### src/rtl/hazard_pkg.sv
// Shared constants and helpers for the scoreboard hazard unit.
// Thresholds are measured in cycles until a pending result reaches ID.
package hazard_pkg;

    localparam int REG_AW     = 5;
    localparam int THR_BRANCH = 1;
    localparam int THR_ALU    = 2;
    localparam int LAT_ALU    = 1;

    typedef enum logic [2:0] {
        MODE_RESET,
        MODE_EXC,
        MODE_BUSY,
        MODE_HAZ,
        MODE_RUN
    } mode_e;

    function automatic int cnt_width(input int load_lat);
        return $clog2(load_lat + 2);
    endfunction

    function automatic int LAT_LOAD(input int load_lat);
        return load_lat + 1;
    endfunction

endpackage

### src/rtl/hazard_detection_sb_scoreboard.sv
// Per-register countdown of cycles until a pending write is forwardable.
// Register 0 is never pending.
module reg_scoreboard #(
    parameter int NREGS  = 32,
    parameter int REG_AW = 5,
    parameter int CW     = 2
) (
    input  logic              clk,
    input  logic              rst,
    input  logic              freeze_i,
    input  logic              clear_i,
    input  logic              issue_i,
    input  logic [REG_AW-1:0] issue_rd_i,
    input  logic [CW-1:0]     issue_val_i,
    input  logic [REG_AW-1:0] ra_a_i,
    input  logic [REG_AW-1:0] ra_b_i,
    output logic [CW-1:0]     rd_a_o,
    output logic [CW-1:0]     rd_b_o
);

    logic [CW-1:0] cnt_q [NREGS];
    logic [CW-1:0] cnt_d [NREGS];

    always_comb begin
        for (int r = 0; r < NREGS; r++) begin
            cnt_d[r] = cnt_q[r];
            if (clear_i) begin
                cnt_d[r] = '0;
            end else if (!freeze_i) begin
                if (cnt_q[r] != '0)
                    cnt_d[r] = cnt_q[r] - CW'(1);
                // newest producer overrides the older countdown
                if (issue_i && issue_rd_i == REG_AW'(r))
                    cnt_d[r] = issue_val_i;
            end
        end
        cnt_d[0] = '0;
    end

    always_ff @(posedge clk) begin
        if (rst) begin
            for (int r = 0; r < NREGS; r++)
                cnt_q[r] <= '0;
        end else begin
            for (int r = 0; r < NREGS; r++)
                cnt_q[r] <= cnt_d[r];
        end
    end

    assign rd_a_o = cnt_q[ra_a_i];
    assign rd_b_o = cnt_q[ra_b_i];

endmodule

### src/rtl/hazard_detection_sb.sv
// Scoreboard hazard unit for a 5-stage pipeline resolving branches in ID.
// Drives stall/flush controls and counts data-hazard stall cycles.
module hazard_detection_sb #(
    parameter int NREGS    = 32,
    parameter int REG_AW   = hazard_pkg::REG_AW,
    parameter int LOAD_LAT = 1,
    parameter int CNT_W    = 16
) (
    input  logic              clk,
    input  logic              rst,
    input  logic              id_valid,
    input  logic [REG_AW-1:0] id_rs,
    input  logic [REG_AW-1:0] id_rt,
    input  logic              id_uses_rs,
    input  logic              id_uses_rt,
    input  logic              id_beq,
    input  logic              id_bne,
    input  logic              id_equal,
    input  logic              id_regwrite,
    input  logic              id_memread,
    input  logic [REG_AW-1:0] id_rd,
    input  logic              mem_busy,
    input  logic              exc_req,
    output logic              stall,
    output logic              idflush,
    output logic              ifflush,
    output logic              exflush,
    output logic              branch_taken,
    output logic [CNT_W-1:0]  stall_count
);
    import hazard_pkg::*;

    localparam int CW = cnt_width(LOAD_LAT);

    logic [CW-1:0]    cnt_rs, cnt_rt, thr, issue_val;
    logic             haz, taken, freeze, clear, issue;
    mode_e            mode;
    logic [CNT_W-1:0] stall_count_q, stall_count_d;

    reg_scoreboard #(
        .NREGS (NREGS),
        .REG_AW(REG_AW),
        .CW    (CW)
    ) u_sb (
        .clk        (clk),
        .rst        (rst),
        .freeze_i   (freeze),
        .clear_i    (clear),
        .issue_i    (issue),
        .issue_rd_i (id_rd),
        .issue_val_i(issue_val),
        .ra_a_i     (id_rs),
        .ra_b_i     (id_rt),
        .rd_a_o     (cnt_rs),
        .rd_b_o     (cnt_rt)
    );

    assign thr = (id_beq | id_bne) ? CW'(THR_BRANCH) : CW'(THR_ALU);
    assign haz = id_valid &
        ((id_uses_rs & (id_rs != '0) & (cnt_rs >= thr)) |
         (id_uses_rt & (id_rt != '0) & (cnt_rt >= thr)));
    assign taken = id_valid &
        ((id_beq & id_equal) | (id_bne & ~id_equal));
    assign issue_val = id_memread ? CW'(LAT_LOAD(LOAD_LAT)) : CW'(LAT_ALU);

    always_comb begin
        if (rst)           mode = MODE_RESET;
        else if (exc_req)  mode = MODE_EXC;
        else if (mem_busy) mode = MODE_BUSY;
        else if (haz)      mode = MODE_HAZ;
        else               mode = MODE_RUN;
    end

    always_comb begin
        stall        = 1'b0;
        idflush      = 1'b0;
        ifflush      = 1'b0;
        exflush      = 1'b0;
        branch_taken = 1'b0;
        freeze       = 1'b0;
        clear        = 1'b0;
        issue        = 1'b0;
        unique case (mode)
            MODE_RESET: ;
            MODE_EXC: begin
                ifflush = 1'b1;
                idflush = 1'b1;
                exflush = 1'b1;
                clear   = 1'b1;
            end
            MODE_BUSY: begin
                stall  = 1'b1;
                freeze = 1'b1;
            end
            MODE_HAZ: begin
                stall   = 1'b1;
                idflush = 1'b1;
            end
            MODE_RUN: begin
                branch_taken = taken;
                ifflush      = taken;
                issue        = id_valid & id_regwrite & (id_rd != '0);
            end
            default: ;
        endcase
    end

    assign stall_count_d = (mode == MODE_HAZ && stall_count_q != '1)
                         ? stall_count_q + CNT_W'(1) : stall_count_q;

    always_ff @(posedge clk) begin
        if (rst) stall_count_q <= '0;
        else     stall_count_q <= stall_count_d;
    end

    assign stall_count = rst ? '0 : stall_count_q;

endmodule

### config.mk
export PLATFORM = sky130hd
export DESIGN_NAME = hazard_detection_sb
export DESIGN_NICKNAME = d
export VERILOG_FILES = /design/src/rtl/hazard_pkg.sv /design/src/rtl/hazard_detection_sb_scoreboard.sv /design/src/rtl/hazard_detection_sb.sv
export SDC_FILE = /design/constraint.sdc
export NUM_CORES = 1
export LEC_CHECK = 0
export ABC_CLOCK_PERIOD_IN_PS = 24200
export CORE_AREA = 2 2 129 131
export CTS_CLUSTER_SIZE = 8
export DETAILED_ROUTE_END_ITERATION = 12
export DIE_AREA = 0 0 131 133
export DONT_BUFFER_PORTS = 1
export PLACE_DENSITY_LB_ADDON = 0.2
export RECOVER_POWER = 100
export SLEW_MARGIN = 20
export SYNTH_ARGS = -nofsm -noshare
export SYNTH_HDL_FRONTEND = slang
export SYNTH_SLANG_ARGS = --single-unit
### constraint.sdc
create_clock -name clk -period 24.2 [get_ports clk]
set_input_delay 7.26 -clock clk [delete_from_list [all_inputs] [get_ports clk]]
set_output_delay 7.26 -clock clk [all_outputs]
set_load 0.01 [all_outputs]
Word level (Yosys, flattened, before mapping)

Memories as Yosys holds them, arrays and structs flattened.
Index checks and enable logic that the tools add are counted.

RAM bits: 64
Flip-flop bits (word level): 16
Memories kept: 1
Output and inout port bits: 21
Bits of input ports: 27
Word-level logic and storage cells: 359

Eq/ne operators: 36
Order comparisons: 2
Mux-type cells: 173
Bitwise operators: 46
Reduce and logical (&&, ||, !) cells: 68
Add/sub/neg operators: 32

Memories:

| memory     | words | width | rd ports | clocked after memory_dff | wr ports | RTL line                             | RTL |
|---|---|---|---|---|---|---|---|
| u_sb.cnt_q | 32    | 2     | 33       | 0                        | 32       | hazard_detection_sb_scoreboard.sv:21 | `logic [CW-1:0] cnt_q [NREGS];` |

Operators by type and width:

| operator                | number |
|---|---|
| $mux W2                 | 158 |
| $eq A5 B5 Y1 const B    | 16 |
| $reduce_bool A2 Y1      | 31 |
| $sub A2 B1 Y2 const B   | 31 |
| $eq A5 B4 Y1 const B    | 8 |
| $or A1 B1 Y1            | 35 |
| $logic_and A1 B1 Y1     | 32 |
| $eq A5 B3 Y1 const B    | 4 |
| $add A16 B1 Y16 const B | 1 |
| $mux W16                | 1 |
| $ne A16 B16 Y1 const B  | 1 |
| $reduce_bool A5 Y1      | 3 |
| $mux W3                 | 4 |
| $and A1 B1 Y1           | 10 |
| $eq A5 B2 Y1 const B    | 2 |
| $mux W1                 | 9 |
| $eq A3 B2 Y1 const B    | 2 |
| $eq A5 B1 Y1 const B    | 1 |
| $ge A2 B2 Y1            | 2 |
| $reduce_or A2 Y1        | 2 |
| $eq A3 B1 Y1 const B    | 1 |
| $eq A3 B3 Y1 const B    | 1 |
| $pmux W1 S2             | 1 |
| $not A1 Y1              | 1 |

Longest topological paths before layout

Gate-level depths: netlist of run 1.

Depth after elaboration: 17
Gate-level depth with buffers: 16
Gate-level depth less buffers: 13

Modules after synthesis

A second synthesis of run 1 with hierarchy kept.

Cell total of the unflattened synthesis: 801
Area total of the unflattened synthesis: 6328.6 um^2

By module, submodules not included:

| module              | instances | cells an instance | area an instance (um^2) | sequential area each (um^2) |
|---|---|---|---|---|
| reg_scoreboard      | 1         | 654               | 5154.9                  | 1241.2 |
| hazard_detection_sb | 1         | 147               | 1173.6                  | 320.3 |

Least setup slack after synthesis of run 1

OpenSTA, ideal clock, no wires.

Path type: input -> output
Start: input id_rs[0]
End: output ifflush
Arrival time: 10.802 ns
Slack: 6.138 ns
Stages: 12
Data required time: 16.940 ns
Cell sequence: buf_2 > clkbuf_1 > mux4_2 > mux4_2 > mux2i_1 > ha_1 > or3b_2 > o211ai_1 > o22ai_4 > buf_2 > nor3_1 > or2_2

Word-level cells in the longest chain between the ends: 11
Elaborated cells on any way between the ends: 14
Those cells by class: 1 x order compare; 2 x eq/ne; 5 x mux; 4 x bitwise; 1 x reduce/logical; 1 x memory

RTL lines:

| item                                                        | RTL line                  | RTL |
|---|---|---|
| start, declared                                             | hazard_detection_sb.sv:12 | `input logic [REG_AW-1:0] id_rs,` |
| $mem_v2 Z32 W2 / $reduce_bool A5 Y1 (equally long branches) | -                         |  |
| $ge A2 B2 Y1 / $and A1 B1 Y1 (equally long branches)        | hazard_detection_sb.sv:60 | `((id_uses_rs & (id_rs != '0) & (cnt_rs >= thr)) \|` |
| $and A1 B1 Y1 *                                             | hazard_detection_sb.sv:60 |  |
| $or A1 B1 Y1 *                                              | hazard_detection_sb.sv:60 |  |
| $and A1 B1 Y1 *                                             | hazard_detection_sb.sv:59 | `assign haz = id_valid &` |
| $mux W3 *                                                   | hazard_detection_sb.sv:70 | `else if (haz) mode = MODE_HAZ;` |
| $mux W3 *                                                   | hazard_detection_sb.sv:69 | `else if (mem_busy) mode = MODE_BUSY;` |
| $mux W3 *                                                   | hazard_detection_sb.sv:68 | `else if (exc_req) mode = MODE_EXC;` |
| $mux W3 *                                                   | hazard_detection_sb.sv:67 | `if (rst) mode = MODE_RESET;` |
| $eq A3 B3 Y1 / $eq A3 B1 Y1 (equally long branches)         | hazard_detection_sb.sv:83 | `unique case (mode)` |
| $pmux W1 S2 *                                               | hazard_detection_sb.sv:83 |  |
| end, declared                                               | hazard_detection_sb.sv:26 | `output logic ifflush,` |

Every way passes the cells marked *; elsewhere a longest branch is shown, timed or not.

Worst setup path after layout of run 1

Same ends and word-level chain as after synthesis.

==> results of run 1 <==
-- report_power, final --
group	internal [mW]	leakage, nW	total [mW]	switching [mW]
Clock	0.0796	0.134	0.138	0.0582
Sequential	0.128	0.628	0.129	0.000118
Combinational	0.00742	1.35	0.0219	0.0144
Total	0.215	2.11	0.288	0.0727
-- sequential cells by signal (all words and copies together) (netlist names) --
name           flops
u_sb.cnt_q        62
stall_count_q     16
-- metrics by stage --
step | instance area [um^2] | utilization (%)
after floorplan | 6320 | -
after global placement | 6430 | 39.7
after detailed placement | 6430 | 39.7
after CTS | 6720 | 41.5
after global routing | 6670 | 41.2
final | 6670 | 41.2
-- routing by layer --
layer | wire [um] | track usage, % | part of all wire [%] | up-vias
met5 | 0 | 0 | 0 | -
met4 | 361 | 5.67 | 1.9 | 0
met3 | 1370 | 6.39 | 7.3 | 30
met2 | 8570 | 34.2 | 46 | 185
met1 | 8420 | 30.5 | 45 | 2840
li1 | - | - | - | 2827
-- cell type report --
cell class	instances	area (um^2)
clock buffer	10	229
clock inverter	6	62.6
fill	1636	9500
inverter	66	248
multi-input combinational	589	4260
sequential	78	1560
tap	220	275
timing repair buffer	5	30.0
-- placed cells by master, fill, tap and decap left out, drive strengths merged, types with 15 or more instances in the layout --
cell type  Yosys  final
ha            36     36
dfxtp         78     78
nand3         30     30
mux4          30     30
inv           66     66
nor2          78     78
nor2b         25     25
a21oi         26     26
nand2         60     60
nor4          27     27
o21ai         46     46
mux2i         15     15
nand4         18     18
or4           21     21
nor3          27     27
-- final timing paths --
kind | startpoint | end | slack [ps] | cells past startpoint
min | stall_count_q[15]$_SDFFE_PP0P_ | stall_count_q[15]$_SDFFE_PP0P_ | 550 | 2
max reg2reg | u_sb.cnt_q[28][1]$_SDFFE_PP0P_ | stall_count_q[9]$_SDFFE_PP0P_ | 19400 | 11
max | id_rs[0] | ifflush | 6320 | 10
min reg2reg | stall_count_q[15]$_SDFFE_PP0P_ | stall_count_q[15]$_SDFFE_PP0P_ | 550 | 2
-- kinds of logic after synthesis --
kind of cell,count (synthesis),synth area share [%]
AO/OA/AOI/OAI,151,15.9
multiplexers,58,15.4
AND/OR/NAND/NOR,334,28.2
adder cells (fa/ha/maj),36,7.12
buffers and inverters,115,7.30
XOR/XNOR,10,1.38
flip-flops,78,24.7
-- worst max-delay path: stages --
cell,delay (ps)
mux4_2,480
mux4_2,480
mux2_2,280
ha_1,200
or3b_2,440
o211ai_1,170
o22ai_4,120
clkbuf_1,430
nor3_1,530
or2_2,220
==> flow_summary.json, run 1 <==
{
  "status": "finished, final reports clean",
  "path_max_fanout": 25,
  "cts-root-buf": "clkbuf_16",
  "cts_resized": 0,
  "drtAntennaViolNets": 0,
  "power.density_nw_per_um2": 43.2,
  "ys_types": 58,
  "ctsHoldBuffers": 0,
  "drt-pass1-iter-count": 5,
  "cp-start-kind": "input port",
  "grt_antenna_before_repair": 0,
  "avgSynthCellArea_um2": 8.09,
  "worst_slack_ps": 6320,
  "cts_tree": "built",
  "syn_to_final_growth_pct": 5.44,
  "grt_pass1_vias": 5585,
  "syn_inst": 782,
  "antenna_cells": 0,
  "finalPower_uw": 288,
  "slew_headroom_pct": 5.36,
  "synthTopCellsByCount": "dfxtp_1, nor2_1, inv_1",
  "fin_nets": 812,
  "postCtsSetupBuffers": 0,
  "drc": 0,
  "wl_per_cell_um": 19.2,
  "required_ps": 16940,
  "ys_top_cells_by_area": "dfxtp_1, mux4_2, ha_1",
  "grt.overflow.total": 0,
  "dieArea_um2": 17400,
  "yosysMostFrequentCell": "dfxtp_1",
  "hp-class": "reg2reg",
  "place_congestion": 0.892,
  "grt_pass1_wl_um": 30000,
  "synth-edff-count": 0,
  "cts-htree-levels": 3,
  "post-place-ws_ps": 6620,
  "grt_usage_pct": 22.2,
  "p_leak_nw": 2.11,
  "cts_buffers": 9,
  "start_util_pct": 39.1,
  "core.rowCount": 47,
  "routed_via_density": 6.04,
  "fin_crit_sh_pct": 73.9,
  "grt_max_degree": 108,
  "core-area_um2": 16200,
  "synth_ff_type": "dfxtp_1",
  "peakVddDrop_mv": 0.0338,
  "drive_gt1_share_pct": 10.3,
  "rsz0062_at_grt": "no",
  "async_reset_ff_share_pct": 0,
  "cts_buffer_depth": 2,
  "endpoint_kind": "output port",
  "drt_wl_total_um": 18700,
  "fmax_mhz": 55.9,
  "clk_latency_ps": 350,
  "dp_hpwl_um": 13400,
  "final_cells": 974,
  "drtIter0Drc": 408,
  "ys_ff_latch": 78,
  "io_pins": 48,
  "synth_warnings": 0,
  "synth_top_cell_by_area": "dfxtp_1",
  "tns_ps": 0,
  "synth_top_area_share_pct": 24.7,
  "skew_ps": 9.29,
  "tightest_slew_ps": 1420,
  "cp.arrival_ps": 10620,
  "holdWs_ps": 549,
  "finalHoldViolations": 0,
  "max_cap_violations": 0,
  "syn_area_um2": 6320,
  "vias": 5882,
  "yosysSeqAreaShare_pct": 24.7,
  "setup_violations": 0,
  "die_h_um": 133,
  "fin_crit_ps": 17880,
  "dieWidth_um": 131,
  "dp_cells": 958,
  "cts.sinks": 78,
  "syn-num-nets": 845,
  "path_class": "in2out",
  "slew_viol_final": 0,
  "clk_pin_slew_ps": 60,
  "port_buffers": 0
}
Power figures use the tool's default switching activity.
==> inputs of run 2 (changes only) <==
Settings changed: ABC_CLOCK_PERIOD_IN_PS 24200 to 18300.
Clock period 24.2 ns to 18.3 ns, I/O delays scaled along.
==> flow_summary.json, run 2 (synthesis gave the netlist of run 1 again) <==
{
  "crit_path_top_delay_cell": "nor3_1",
  "core.rowCount": 47,
  "final_cells": 974,
  "start_util_pct": 39.1,
  "grt_usage_pct": 22.1,
  "cts_tree": "built",
  "vias": 5890,
  "io_pins": 48,
  "dr.max_layer_used": "met4",
  "grt_antenna_before_repair": 0,
  "reg2reg_depth": 14,
  "crit_cells": 13,
  "grt_max_degree": 108,
  "grt_pass1_vias": 5706,
  "post-place-ws_ps": 4280,
  "wl_met3_um": 1130,
  "postCtsSetupBuffers": 0,
  "wl_per_cell_um": 19.2,
  "dp_hpwl_um": 13300,
  "clk_latency_ps": 350,
  "largest_registers": "u_sb.cnt_q (62), stall_count_q (16)",
  "fmax_mhz": 69.6,
  "port_buffers": 0,
  "slew_viol_final": 0,
  "cts_resized": 0,
  "finalPower_uw": 406,
  "internal_power_uw": 310,
  "grt_pass1_wl_um": 30200,
  "p_leak_nw": 2.14,
  "comb_power_share_pct": 7.2,
  "dr_wl_met2_um": 8790,
  "cts.sinks": 78,
  "crit_buf_inv": 1,
  "place_congestion": 0.892,
  "syn_to_final_growth_pct": 6.13,
  "cts_buffer_depth": 2,
  "dieWidth_um": 131,
  "worst_slack_ps": 3940,
  "fill_cells": 1605,
  "setup_violations": 0,
  "path_max_fanout": 25,
  "ctsHoldBuffers": 0,
  "clk_pin_slew_ps": 60,
  "cts-htree-levels": 3,
  "max_cap_violations": 0,
  "slew_headroom_pct": 3.01,
  "die_h_um": 133,
  "largest_register_ffs": 62,
  "dp_cells": 958,
  "cp.arrival_ps": 8870,
  "status": "finished, final reports clean",
  "drtIter0Drc": 487,
  "cts-root-buf": "clkbuf_16",
  "drt-pass1-iter-count": 5,
  "cp-start-kind": "input port",
  "finalHoldViolations": 0,
  "layout_common_cells": "dfxtp_1, nor2_1, inv_1",
  "path_class": "in2out",
  "core-area_um2": 16200,
  "netSwitchingFraction_pct": 23.5,
  "rsz0062_at_grt": "no",
  "drt_wl_total_um": 18700,
  "drtAntennaViolNets": 0,
  "final_common_cell": "dfxtp_1",
  "required_ps": 12810,
  "wl_met1_um": 8600,
  "drc": 0,
  "cts_buffers": 9,
  "power.density_nw_per_um2": 60.4,
  "crit_family": "simple AND/OR/NAND/NOR gates",
  "cp_slowest_stage_delay_ps": 520,
  "hp-class": "reg2reg",
  "grt.overflow.total": 0,
  "drive_gt1_share_pct": 10.3,
  "peakVddDrop_mv": 0.0415,
  "antenna_cells": 0,
  "seqPwrFrac_pct": 41.9,
  "tightest_slew_ps": 1450,
  "regMostFlops": "u_sb.cnt_q",
  "dieArea_um2": 17400,
  "fin_crit_sh_pct": 78.5,
  "routed_via_density": 6.05,
  "fin_crit_ps": 14360,
  "clkPwrFrac_pct": 50.9,
  "whs_path_depth": 2,
  "fin_nets": 812,
  "p_sw_uw": 95.4,
  "tns_ps": 0,
  "path_cells": "mux2_2 > a221oi_1 > nor3_1 > a221oi_1 > nor2_1 > a31oi_1 > ha_1 > or3b_2 > o211ai_1 > o22ai_4 > clkbuf_1 > nor3_1 > or2_2",
  "endpoint_kind": "output port",
  "skew_ps": 8.60
}
## run 2: cell types whose count changed in the layout (fill, tap and decap cells not counted)
cell	previous run	this run
clkinvlp_4	3	0
clkbuf_8	0	3
clkinv_2	2	1
bufinv_16	1	2
## run 2: per-stage QoR
| stage | hold slack, ps | util, % | instance area (um^2) |
|---|---|---|---|
| after floorplan | 486 | - | 6320 |
| after global placement | 514 | 39.7 | 6430 |
| after detailed placement | 527 | 39.7 | 6430 |
| after CTS | 553 | 41.8 | 6760 |
| after global routing | 586 | 41.5 | 6710 |
| final | 556 | 41.5 | 6710 |
## run 2: final timing paths
kind	slack, ps	end	start
setup reg to reg	13450	u_sb.cnt_q[3][1]$_SDFFE_PP0P_	u_sb.cnt_q[8][0]$_SDFFE_PP0P_
hold reg to reg	560	stall_count_q[15]$_SDFFE_PP0P_	stall_count_q[15]$_SDFFE_PP0P_
setup / recovery	3940	ifflush	id_rt[1]
hold / removal	560	stall_count_q[15]$_SDFFE_PP0P_	stall_count_q[15]$_SDFFE_PP0P_
## run 2: layout make-up
class | instances | area [um^2] | area share [%]
clock inverter | 3 | 65.1 | 0.969
inverter | 66 | 248 | 3.69
tap | 220 | 275 | 4.10
timing repair buffer | 5 | 30.0 | 0.447
clock buffer | 13 | 270 | 4.03
sequential | 78 | 1560 | 23.3
multi-input combinational | 589 | 4260 | 63.5
## run 2: power groups by stage
stage	combinational (mW)	clock [mW]	sequential, mW
2_1_floorplan	0.0313	0	0.174
3_3_place_gp	0.0292	0	0.174
3_5_place_dp	0.0299	0	0.174
4_1_cts	0.0300	0.211	0.170
5_1_grt	0.0313	0.218	0.170
6_report	0.0293	0.206	0.170
## run 2: layer usage
layer / track usage (%) / up-vias
li1: - / 2819
met1: 29.7 / 2886
met2: 35.3 / 165
met3: 5.70 / 20
met4: 5.20 / 0
met5: 0 / -
## run 2: tightest hold or removal path: stages (launching register included)
cell,delay (ps)
dfxtp_1,350
xnor2_1,80
nor2_1,80
